--- config.mk ---
export PLATFORM = sky130hd
export DESIGN_NAME = stream_mux_rr
export DESIGN_NICKNAME = d
export VERILOG_FILES = /design/src/rtl/stream_pkg.sv /design/src/rtl/rr_arbiter.sv /design/src/rtl/stream_mux_rr.sv
export SDC_FILE = /design/constraint.sdc
export NUM_CORES = 1
export LEC_CHECK = 0
export CAP_MARGIN = 0
export CELL_PAD_IN_SITES_DETAIL_PLACEMENT = 1
export CELL_PAD_IN_SITES_GLOBAL_PLACEMENT = 1
export CORE_AREA = 2 2 255 257
export DETAILED_ROUTE_END_ITERATION = 8
export DIE_AREA = 0 0 257 259
export PLACE_DENSITY_LB_ADDON = 0.2
export RECOVER_POWER = 25
export SYNTH_ARGS = -nofsm -noshare
export SYNTH_HDL_FRONTEND = slang
export SYNTH_HIERARCHICAL = 1
export SYNTH_SLANG_ARGS = --single-unit
export TNS_END_PERCENT = 10
--- constraint.sdc ---
create_clock -name clk -period 9.3 [get_ports clk]
set_input_delay 1.86 -clock clk [delete_from_list [all_inputs] [get_ports clk]]
set_output_delay 1.86 -clock clk [all_outputs]
set_load 0.1 [all_outputs]
--- src/rtl/stream_pkg.sv ---
// Shared definitions for the stream selector family: mode encodings and
// modulo-N pointer arithmetic used by the round-robin logic.
package stream_pkg;

    localparam logic MODE_FIXED = 1'b0;
    localparam logic MODE_RR    = 1'b1;

    // Advance a channel pointer by one, wrapping from n-1 back to 0.
    function automatic int ptr_inc(input int p, input int n);
        if (p + 1 >= n)
            return 0;
        else
            return p + 1;
    endfunction

endpackage

--- src/rtl/rr_arbiter.sv ---
// Round-robin request arbiter: picks the first asserted request at or above
// ptr, wrapping modulo N, and reports it as a one-hot grant plus an index.
module rr_arbiter #(
    parameter int N    = 4,
    parameter int SELW = $clog2(N)
) (
    input  logic [N-1:0]    req,
    input  logic [SELW-1:0] ptr,
    output logic [N-1:0]    grant,
    output logic [SELW-1:0] idx,
    output logic            any
);

    int start;
    int c;

    // Scan the N candidates starting at the pointer and keep the first hit.
    always_comb begin
        grant = '0;
        idx   = '0;
        any   = 1'b0;
        start = (int'(ptr) < N) ? int'(ptr) : 0;
        c     = 0;
        for (int k = 0; k < N; k++) begin
            c = start + k;
            if (c >= N)
                c = c - N;
            if (!any && req[c]) begin
                any      = 1'b1;
                idx      = SELW'(c);
                grant[c] = 1'b1;
            end
        end
    end

endmodule

--- src/rtl/stream_mux_rr.sv ---
// N-to-1 valid/ready stream selector with a single registered output stage.
// Mode 0 forwards a fixed channel; mode 1 arbitrates round-robin.
module stream_mux_rr
    import stream_pkg::*;
#(
    parameter  int WIDTH = 128,
    parameter  int N     = 4,
    localparam int SELW  = $clog2(N)
) (
    input  logic                 clk,
    input  logic                 rst,
    input  logic                 mode,
    input  logic [SELW-1:0]      fixed_sel,
    input  logic [N*WIDTH-1:0]   in_data,
    input  logic [N-1:0]         in_valid,
    output logic [N-1:0]         in_ready,
    output logic [WIDTH-1:0]     out_data,
    output logic                 out_valid,
    input  logic                 out_ready,
    output logic [SELW-1:0]      out_sel
);

    logic [SELW-1:0] rr_ptr;
    logic [N-1:0]    rr_grant;
    logic [SELW-1:0] rr_idx;
    logic            rr_any;

    logic [N-1:0]    fixed_grant;
    logic [N-1:0]    gnt_onehot;
    logic [SELW-1:0] gnt_idx;
    logic            gnt_any;
    logic            can_load;
    logic            transfer;
    logic [WIDTH-1:0] gnt_data;

    rr_arbiter #(
        .N    (N),
        .SELW (SELW)
    ) u_arb (
        .req   (in_valid),
        .ptr   (rr_ptr),
        .grant (rr_grant),
        .idx   (rr_idx),
        .any   (rr_any)
    );

    assign can_load = !out_valid || out_ready;

    // Fixed-select grant: only a valid, in-range channel can be chosen.
    always_comb begin
        fixed_grant = '0;
        for (int i = 0; i < N; i++) begin
            if (fixed_sel == SELW'(i) && in_valid[i])
                fixed_grant[i] = 1'b1;
        end
    end

    // Choose the active grant source and raise ready only when the stage can load.
    always_comb begin
        if (mode == MODE_RR) begin
            gnt_onehot = rr_grant;
            gnt_idx    = rr_idx;
            gnt_any    = rr_any;
        end else begin
            gnt_onehot = fixed_grant;
            gnt_idx    = fixed_sel;
            gnt_any    = |fixed_grant;
        end
        in_ready = (!rst && can_load && gnt_any) ? gnt_onehot : '0;
    end

    assign transfer = |(in_ready & in_valid);
    assign gnt_data = in_data[int'(gnt_idx)*WIDTH +: WIDTH];

    // Output register: load on handshake, drain when consumed, hold on stall.
    always_ff @(posedge clk) begin
        if (rst) begin
            out_valid <= 1'b0;
            out_data  <= '0;
            out_sel   <= '0;
            rr_ptr    <= '0;
        end else if (transfer) begin
            out_valid <= 1'b1;
            out_data  <= gnt_data;
            out_sel   <= gnt_idx;
            if (mode == MODE_RR)
                rr_ptr <= SELW'(ptr_inc(int'(gnt_idx), N));
        end else if (out_ready) begin
            out_valid <= 1'b0;
        end
    end

endmodule

**Yosys cells after proc, flatten, opt, wreduce, memory -nomap -nowiden**

Cells that the tools add are included.

- Magnitude comparators: 13
- Reductions and logical operators: 24
- Shift operators: 1
- Bitwise operators: 4
- Equal/unequal tests: 3
- Multiplexer cells: 47
- Add/subtract/negate cells: 8

Operator list:

| kind | count |
|---|---|
| indexed part select 512 x 10 -> 128 bit | 1 |
| >= comparator 32 x 1 -> 1 bit (second input constant) | 4 |
| less-than comparator 32 x 4 -> 1 bit (second input constant) | 4 |
| 2-to-1 mux 32 bit | 4 |
| >= comparator 32 x 4 -> 1 bit (second input constant) | 3 |
| subtractor 32 x 4 -> 32 bit (second input constant) | 3 |
| 2-to-1 mux 4 bit | 6 |
| 2-to-1 mux 1 bit | 23 |
| logical AND 1 bit | 13 |
| 2-to-1 mux 2 bit | 6 |
| OR 4 bit | 3 |
| binary-select mux 1 bit (select 2 bit) | 4 |
| demux 1 bit (select 2 bit) | 4 |
| OR reduction 4 bit | 2 |
| adder 2 x 1 -> 3 bit (second input constant) | 2 |
| adder 2 x 2 -> 3 bit (second input constant) | 2 |
| logical NOT 1 bit | 5 |
| bitwise AND 4 bit | 1 |
| equality test 2 bit (second input constant) | 2 |
| subtractor 2 x 3 -> 4 bit (second input constant) | 1 |
| >= comparator 2 x 3 -> 1 bit (second input constant) | 1 |
| >= comparator 3 bit (second input constant) | 1 |
| equality test 2 x 1 -> 1 bit (second input constant) | 1 |
| logical NOT 2 bit | 1 |
| 3 further kinds | 3 |

- Register bits: 133
- Logic and storage cells: 104
- Output and inout bits: 135
- Bits of input ports: 522

**Depth between registers and ports, before layout**

Gate-level depths: netlist of run 1.

- Depth after elaboration: 21
- Depth in mapped cells: 14
- Mapped depth without buffers: 10

**Modules after synthesis**

Netlist of run 1, hierarchy kept.

By module, submodules not included:

| module | area an instance (um^2) | cells each | times used | seq. area each (um^2) |
|---|---|---|---|---|
| stream_mux_rr | 8,762.2 | 621 | 1 | 2,662.6 |
| rr_arbiter | 456.7 | 48 | 1 | 0.0 |

**Worst setup path after synthesis of run 1**

OpenSTA, ideal clock, no wires.

- Kind: in2out
- Start point: in in_valid[2]
- End point: out in_ready[3]
- Data arrival time: 4.553 ns
- Stages: 7
- Setup slack: 2.887 ns
- Cells stage by stage: mux4_2 buf_6 nor4b_4 a22oi_1 o21ai_0 nand2_1 a21oi_1

RTL lines:

| item | line | text |
|---|---|---|
| from (decl) | stream_mux_rr.sv:15 | `input logic [N-1:0] in_valid,` |
| binary-select mux 1 bit (select 2 bit) | rr_arbiter.sv:28 | `if (!any && req[c]) begin` |
| 2-to-1 mux 1 bit (not written as such) (2 in series) | rr_arbiter.sv:28 |  |
| 2-to-1 mux 1 bit | rr_arbiter.sv:28 |  |
| logical NOT 1 bit | rr_arbiter.sv:28 |  |
| logical AND 1 bit | rr_arbiter.sv:28 |  |
| 2-to-1 mux 1 bit | rr_arbiter.sv:28 |  |
| logical NOT 1 bit | rr_arbiter.sv:28 |  |
| logical AND 1 bit | rr_arbiter.sv:28 |  |
| 2-to-1 mux 1 bit | rr_arbiter.sv:28 |  |
| logical NOT 1 bit | rr_arbiter.sv:28 |  |
| logical AND 1 bit | rr_arbiter.sv:28 |  |
| 2-to-1 mux 4 bit (*) | rr_arbiter.sv:28 |  |
| via rr_grant[3] | stream_mux_rr.sv:24 | `logic [N-1:0] rr_grant;` |
| 2-to-1 mux 4 bit (*) | stream_mux_rr.sv:60 | `if (mode == MODE_RR) begin` |
| 2-to-1 mux 4 bit (*) | stream_mux_rr.sv:69 | `in_ready = (!rst && can_load && gnt_any) ? gnt_onehot : '0;` |
| to (decl) | stream_mux_rr.sv:16 | `output logic [N-1:0] in_ready,` |

The timed path passes the listed nets; every way through them passes the cells marked *. The select of a mux whose other input is x is not followed.

**Worst setup path in the final report of run 1**

- Start point: in in_valid[3]
- End point: out in_ready[3]

Same word-level chain as after synthesis.

==> results of run 1 <==
-- cell families (layout without fill, tap and decap cells) --
logic type	count (synthesis)	count (layout)	synth area share (%)
muxes	269	269	52.5
buffers and inverters	68	704	4.07
and+or+nand+nor	157	157	10.7
DFF	133	133	28.9
adders and majority gates	8	8	1.09
AOI/OAI and AO/OA	33	33	2.63
xor gates and xnor gates	1	1	0.0950
-- worst max-delay path: stages --
cell	delay (ps)
clkdlybuf4s50_1	580
mux4_2	690
nor4b_4	450
a22oi_1	110
o21ai_0	160
nand2_1	90
a21oi_1	200
clkdlybuf4s50_1	1160
-- power by group --
group          leakage, nW  internal (W)  switching, W
sequential            1.10      0.000819      0.000129
clock                0.302      0.000460      0.000298
combinational         5.16       0.00158       0.00274
total                 6.57       0.00286       0.00317
-- how the worst max path moves through the flow --
stage	from	end	slack [ps]	cells after the start
after floorplan	in_valid[2]	in_ready[3]	2890	7
after global placement	in_valid[2]	in_ready[0]	2180	9
after detailed placement	in_valid[2]	in_ready[3]	2170	9
after CTS	in_valid[2]	in_ready[3]	2150	9
after global routing	in_valid[2]	in_ready[3]	1920	9
final	in_valid[3]	in_ready[3]	2150	8
-- cell usage after synthesis (all sizes together) --
cell type    n  area share [%]
or4b         1            0.15
and2b        1           0.095
nor3         2            0.11
a32oi        3            0.37
a2111oi      1            0.11
o21ai        5            0.27
or3          1           0.068
nor2         3            0.12
nor4b        1            0.26
a22oi       11            0.90
mux4       132              32
buf         40             2.9
a211oi       1           0.081
nor4         1           0.068
nand2b       7            0.48
a21oi        6            0.33
nor2b      132             9.0
mux2i        7            0.76
xor2         1           0.095
nand4b       1           0.095
dfxtp      133              29
a32o         1            0.11
ha           8             1.1
o31ai        1           0.081
mux2       130              19
o211ai       3            0.30
nand2        6            0.24
inv          6            0.24
nand3b       1           0.081
o311ai       1           0.095
clkbuf      22            0.90
-- final cells by class --
cell class | count | area (um2) | area share [%]
inverter | 6 | 22.5 | 0.130
timing repair buffer | 666 | 6660 | 38.6
clock buffer | 19 | 443 | 2.56
clock inverter | 13 | 198 | 1.14
multi-input combinational | 468 | 6220 | 36.0
sequential | 133 | 2660 | 15.4
tap | 855 | 1070 | 6.19
-- layer usage --
| metal | up-vias | global-route usage (%) | routed length (um) |
|---|---|---|---|
| met1 | 4202 | 14.2 | 16800 |
| met2 | 329 | 24.0 | 24100 |
| met4 | 0 | 3.75 | 681 |
| met3 | 28 | 4.08 | 2860 |
| li1 | 3823 | - | - |
| met5 | - | 0 | 0 |
-- registers in the layout, indices dropped and copies added (netlist names) --
name	flops
rr_ptr	2
out_sel	2
out_valid	1
out_data	128
-- cell usage in the layout (no fill, tap or decap), types with 3 or more instances in the layout --
cell type / synthesis / final
dfxtp_1: 133 / 133
a21oi_1: 6 / 5
clkdlybuf4s50_1: 0 / 588
a22oi_1: 11 / 11
ha_1: 8 / 8
mux2i_1: 7 / 6
mux2_4: 87 / 87
o21ai_0: 5 / 5
nand2b_1: 7 / 7
mux4_2: 130 / 130
mux2_2: 43 / 43
inv_1: 6 / 6
clkinvlp_4: 0 / 3
clkbuf_16: 0 / 17
nor2b_1: 132 / 132
nor2_1: 3 / 3
nand2_1: 6 / 6
clkinv_4: 0 / 3
buf_4: 1 / 9
bufinv_16: 0 / 4
dlygate4sd3_1: 0 / 67
-- through the flow --
step	cell area (um2)	total power, W	util (%)	instances	hold WS [ps]
5_1_grt	17300	0.00631	27.0	2160	521
3_3_place_gp	16600	0.00538	26.0	2128	462
4_1_cts	17300	0.00620	27.0	2160	489
6_report	17300	0.00602	27.0	2160	487
3_5_place_dp	16600	0.00540	26.0	2128	477
2_1_floorplan	9220	0.00424	-	669	530
==> flow_summary.json, run 1 <==
{
  "r2r-start": "rr_ptr[0]$_SDFFE_PP0P_",
  "grt_max_degree": 67,
  "grt_pass1_vias": 9308,
  "grt-ovfl-total": 0,
  "cts_resized": 0,
  "leakagePower_nw": 6.57,
  "r2r_end": "out_data[119]$_SDFFE_PP0P_",
  "start_util_pct": 14.4,
  "final_nets": 1822,
  "clockBufferDepth": 2,
  "maxCapViolCount": 0,
  "cts_made_buffers": 17,
  "port_buffers": 656,
  "whs_endpoint": "out_sel[0]$_SDFFE_PP0P_",
  "rsz0062_at_grt": "no",
  "synth_area_um2": 9220,
  "die_w_um": 257,
  "wl_per_cell_um": 20.6,
  "wl_um": 44400,
  "h-tree-depth": 4,
  "ff2ff_setup_slack_ps": 4180,
  "syn-num-nets": 1199,
  "yosysUniqueCellTypes": 38,
  "slew_violations": 0,
  "antenna_left": 0,
  "min_from": "out_sel[0]$_SDFFE_PP0P_",
  "dieArea_um2": 66600,
  "dr.pass1.iters": 4,
  "drt-vias-per-instance": 3.88,
  "synth_cells": 669,
  "crit_path_end_kind": "output port",
  "power_density_nw_per_um2": 349,
  "area_growth_pct": 87.4,
  "fin_worst_skew_ps": 7.21,
  "seq_area_frac_synth_pct": 28.9,
  "gp_congestion": 0.854,
  "cp.required_ps": 7440,
  "synth_seq_cells": 133,
  "post-place-ws_ps": 2170,
  "cts.clk_slew.worst_paths_ps": 60,
  "yosysWarnings": 6,
  "finalCritPeriodShare_pct": 76.9,
  "relSlewSlack_pct": 23.4,
  "clk_latency_ps": 460,
  "whs_path_depth": 2,
  "criticalPathCategory": "in2out",
  "ir_drop_v": 0.000294,
  "drt_iter0_drc": 299,
  "status": "completed",
  "die_y_um": 259,
  "fp.coreArea_um2": 63900,
  "hpwl_um": 36100,
  "hold_path.class": "reg2reg",
  "reg2regPathDepth": 12,
  "cts.sinks": 133,
  "worst_slew_pin_slew_ps": 1150,
  "finalSetupViolCount": 0,
  "pin_count": 657,
  "period_minus_slack_ps": 7150,
  "fmax_mhz": 140,
  "crit_fanout": 13,
  "remaining_drc_errors": 0,
  "finalHoldViolations": 0,
  "dr_total_vias": 8382,
  "post-cts-setup-buffers": 0,
  "drive_gt1_share_pct": 23.7,
  "syn_area_per_cell_um2": 13.8,
  "tns_ps": 0,
  "num_rows": 93,
  "setup_slack_ps": 2150,
  "cp-start-kind": "input port",
  "cts_tree": "done",
  "grt_use_total_pct": 13.0,
  "n_fill_cell": 7019,
  "worstPathArrival_ps": 5290,
  "cts_hold_buf": 0,
  "n_antenna_cell": 0,
  "antenna_found_initial": 0,
  "cts-root-buf": "clkbuf_16",
  "grt_pass1_wl_um": 63400
}
Note: power is estimated with default switching activity, not from simulation.
==> run 2, diff against run 1 <==
--- a/config.mk
+++ b/config.mk
@@ -8,9 +8,9 @@
 export CAP_MARGIN = 0
 export CELL_PAD_IN_SITES_DETAIL_PLACEMENT = 1
 export CELL_PAD_IN_SITES_GLOBAL_PLACEMENT = 1
-export CORE_AREA = 2 2 255 257
+export CORE_AREA = 2 2 257 259
 export DETAILED_ROUTE_END_ITERATION = 8
-export DIE_AREA = 0 0 257 259
+export DIE_AREA = 0 0 259 261
 export PLACE_DENSITY_LB_ADDON = 0.2
 export RECOVER_POWER = 25
 export SYNTH_ARGS = -nofsm -noshare
==> constraint.sdc (replaced) <==
create_clock -name clk -period 7.15 [get_ports clk]
set_input_delay 1.43 -clock clk [delete_from_list [all_inputs] [get_ports clk]]
set_output_delay 1.43 -clock clk [all_outputs]
set_load 0.1 [all_outputs]
==> run 2 against run 1 <==
Effect of this change: utilization is 0.29 points lower; die area is 1.6% higher; critical endpoint is now in_ready[0]; final area is 0.71% higher; hold slack worse by 3.1 ps; final cell count is 0.83% higher; first-iteration DRC count stayed put; global-route usage is 0.17 points lower; worst setup slack worse by 500 ps; total power is 31% higher.
==> flow_summary.json, run 2 (same netlist as run 1, synthesis figures left out) <==
{
  "dr_total_vias": 8327,
  "cp-start-kind": "input port",
  "stdcell_area_um2": 17400,
  "cts-root-buf": "clkbuf_16",
  "ff2ff_setup_slack_ps": 2300,
  "layout_commonest_cell": "clkdlybuf4s50_1",
  "cts_hold_buf": 0,
  "die_w_um": 259,
  "whs_endpoint": "out_sel[0]$_SDFFE_PP0P_",
  "regMostFlops": "out_data",
  "finalHoldViolations": 0,
  "period_minus_slack_ps": 5510,
  "gp_congestion": 0.790,
  "relSlewSlack_pct": 2.10,
  "multi_input_area_um2": 6220,
  "drt-vias-per-instance": 3.82,
  "dpl-instance-area_um2": 16800,
  "status": "completed",
  "min_from": "out_sel[0]$_SDFFE_PP0P_",
  "slowest_stage": "clkdlybuf4s50_1",
  "port_buffers": 656,
  "n_antenna_cell": 0,
  "area_growth_pct": 88.7,
  "rsz0062_at_grt": "no",
  "remaining_drc_errors": 0,
  "final_nets": 1833,
  "fmax_mhz": 182,
  "n_fill_cell": 7148,
  "grt_use_total_pct": 12.8,
  "drt_iter0_drc": 299,
  "clockBufferDepth": 2,
  "post-cts-setup-buffers": 0,
  "tns_ps": 0,
  "cts_made_buffers": 17,
  "wl_um": 44900,
  "dieArea_um2": 67600,
  "cts.sinks": 133,
  "grt_pass1_vias": 9414,
  "whs_path_depth": 2,
  "criticalPathCategory": "in2out",
  "dr.pass1.iters": 4,
  "r2r-start": "rr_ptr[0]$_SDFFE_PP0P_",
  "ir_drop_v": 0.000188,
  "cts_resized": 0,
  "pin_count": 657,
  "slew_violations": 0,
  "die_y_um": 261,
  "r2r_end": "out_data[24]$_SDFFE_PP0P_",
  "largestRegisters": "out_data: 128 flops, out_sel: 2 flops, rr_ptr: 2 flops",
  "drive_gt1_share_pct": 24.5,
  "crit_path_end_kind": "output port",
  "fp.coreArea_um2": 65000,
  "antenna_found_initial": 1,
  "largest_reg_flops": 128,
  "grt_pass1_wl_um": 62800,
  "crit_fanout": 13,
  "grt-ovfl-total": 0,
  "power_density_nw_per_um2": 454,
  "reg2regPathDepth": 12,
  "finalSetupViolCount": 0,
  "cts.clk_slew.worst_paths_ps": 50,
  "leakagePower_nw": 6.63,
  "worst_slew_pin_slew_ps": 1470,
  "hpwl_um": 37100,
  "regArea_um2": 2660,
  "hold_path.class": "reg2reg",
  "max_stage_delay_ps": 680,
  "grt_max_degree": 74,
  "fin_worst_skew_ps": 8.70,
  "h-tree-depth": 4,
  "worstPathArrival_ps": 4080,
  "start_util_pct": 14.2,
  "clk_latency_ps": 470,
  "crit_chain": "clkdlybuf4s50_1 -> mux4_2 -> nor3_1 -> nand2b_1 -> nor2b_1 -> nor3_1 -> nand2_1 -> a21oi_1 -> buf_4",
  "wl_per_cell_um": 20.6,
  "finalCritPeriodShare_pct": 77.0,
  "layout_common_cells": "clkdlybuf4s50_1 (584), dfxtp_1 (133), nor2b_1 (132)",
  "antenna_left": 0,
  "num_rows": 94,
  "crit_top_cell": "nor3_1",
  "maxCapViolCount": 0,
  "cp.required_ps": 5720,
  "cts_tree": "done"
}
[run 2: cell type report]
class	count	area share (%)
repair buffers	677	39.1
multi-input cells	468	35.7
flip-flops and latches	133	15.3
well taps	864	6.21
clock buffers	18	2.47
clock inverters	12	1.04
inverters	6	0.129
[run 2: per-layer routing]
layer | global-route usage (%) | share of wire (%) | up-vias
met1 | 13.6 | 36 | 4092
met2 | 23.3 | 53 | 347
met5 | 0 | 0.036 | -
li1 | - | - | 3841
met3 | 4.38 | 7.8 | 45
met4 | 4.90 | 2.3 | 2
[run 2: power by group]
group,switching [W],internal (W)
combinational,0.00359,0.00212
sequential,0.000171,0.00107
clock,0.000374,0.000579
total,0.00413,0.00377
[run 2: through the flow]
step                      instances  setup slack, ps  hold slack [ps]  util [%]  total power, W
after CTS                      2178             1640              493      26.8         0.00815
after global placement         2148             1540              462      25.8         0.00712
after detailed placement       2148             1430              478      25.8         0.00714
after global routing           2178             1440              521      26.7         0.00829
final                          2178             1640              484      26.7         0.00790
after floorplan                 669             1600              530         -         0.00551
[run 2: worst max-delay path, delay by kind of cell]
kind | cells | cell delay, ps
mux | 1 | 480
simple gates | 5 | 950
compound gates | 1 | 200
buf+inv | 2 | 1000
[run 2: worst max-delay path by stage]
stage | slack (ps) | start | to
2_1_floorplan | 1600 | in_valid[2] | in_ready[3]
6_report | 1640 | in_valid[2] | in_ready[0]
3_5_place_dp | 1430 | in_valid[2] | out_data[28]$_SDFFE_PP0P_
5_1_grt | 1440 | in_valid[2] | in_ready[0]
4_1_cts | 1640 | in_valid[2] | in_ready[0]
3_3_place_gp | 1540 | in_valid[2] | out_data[19]$_SDFFE_PP0P_
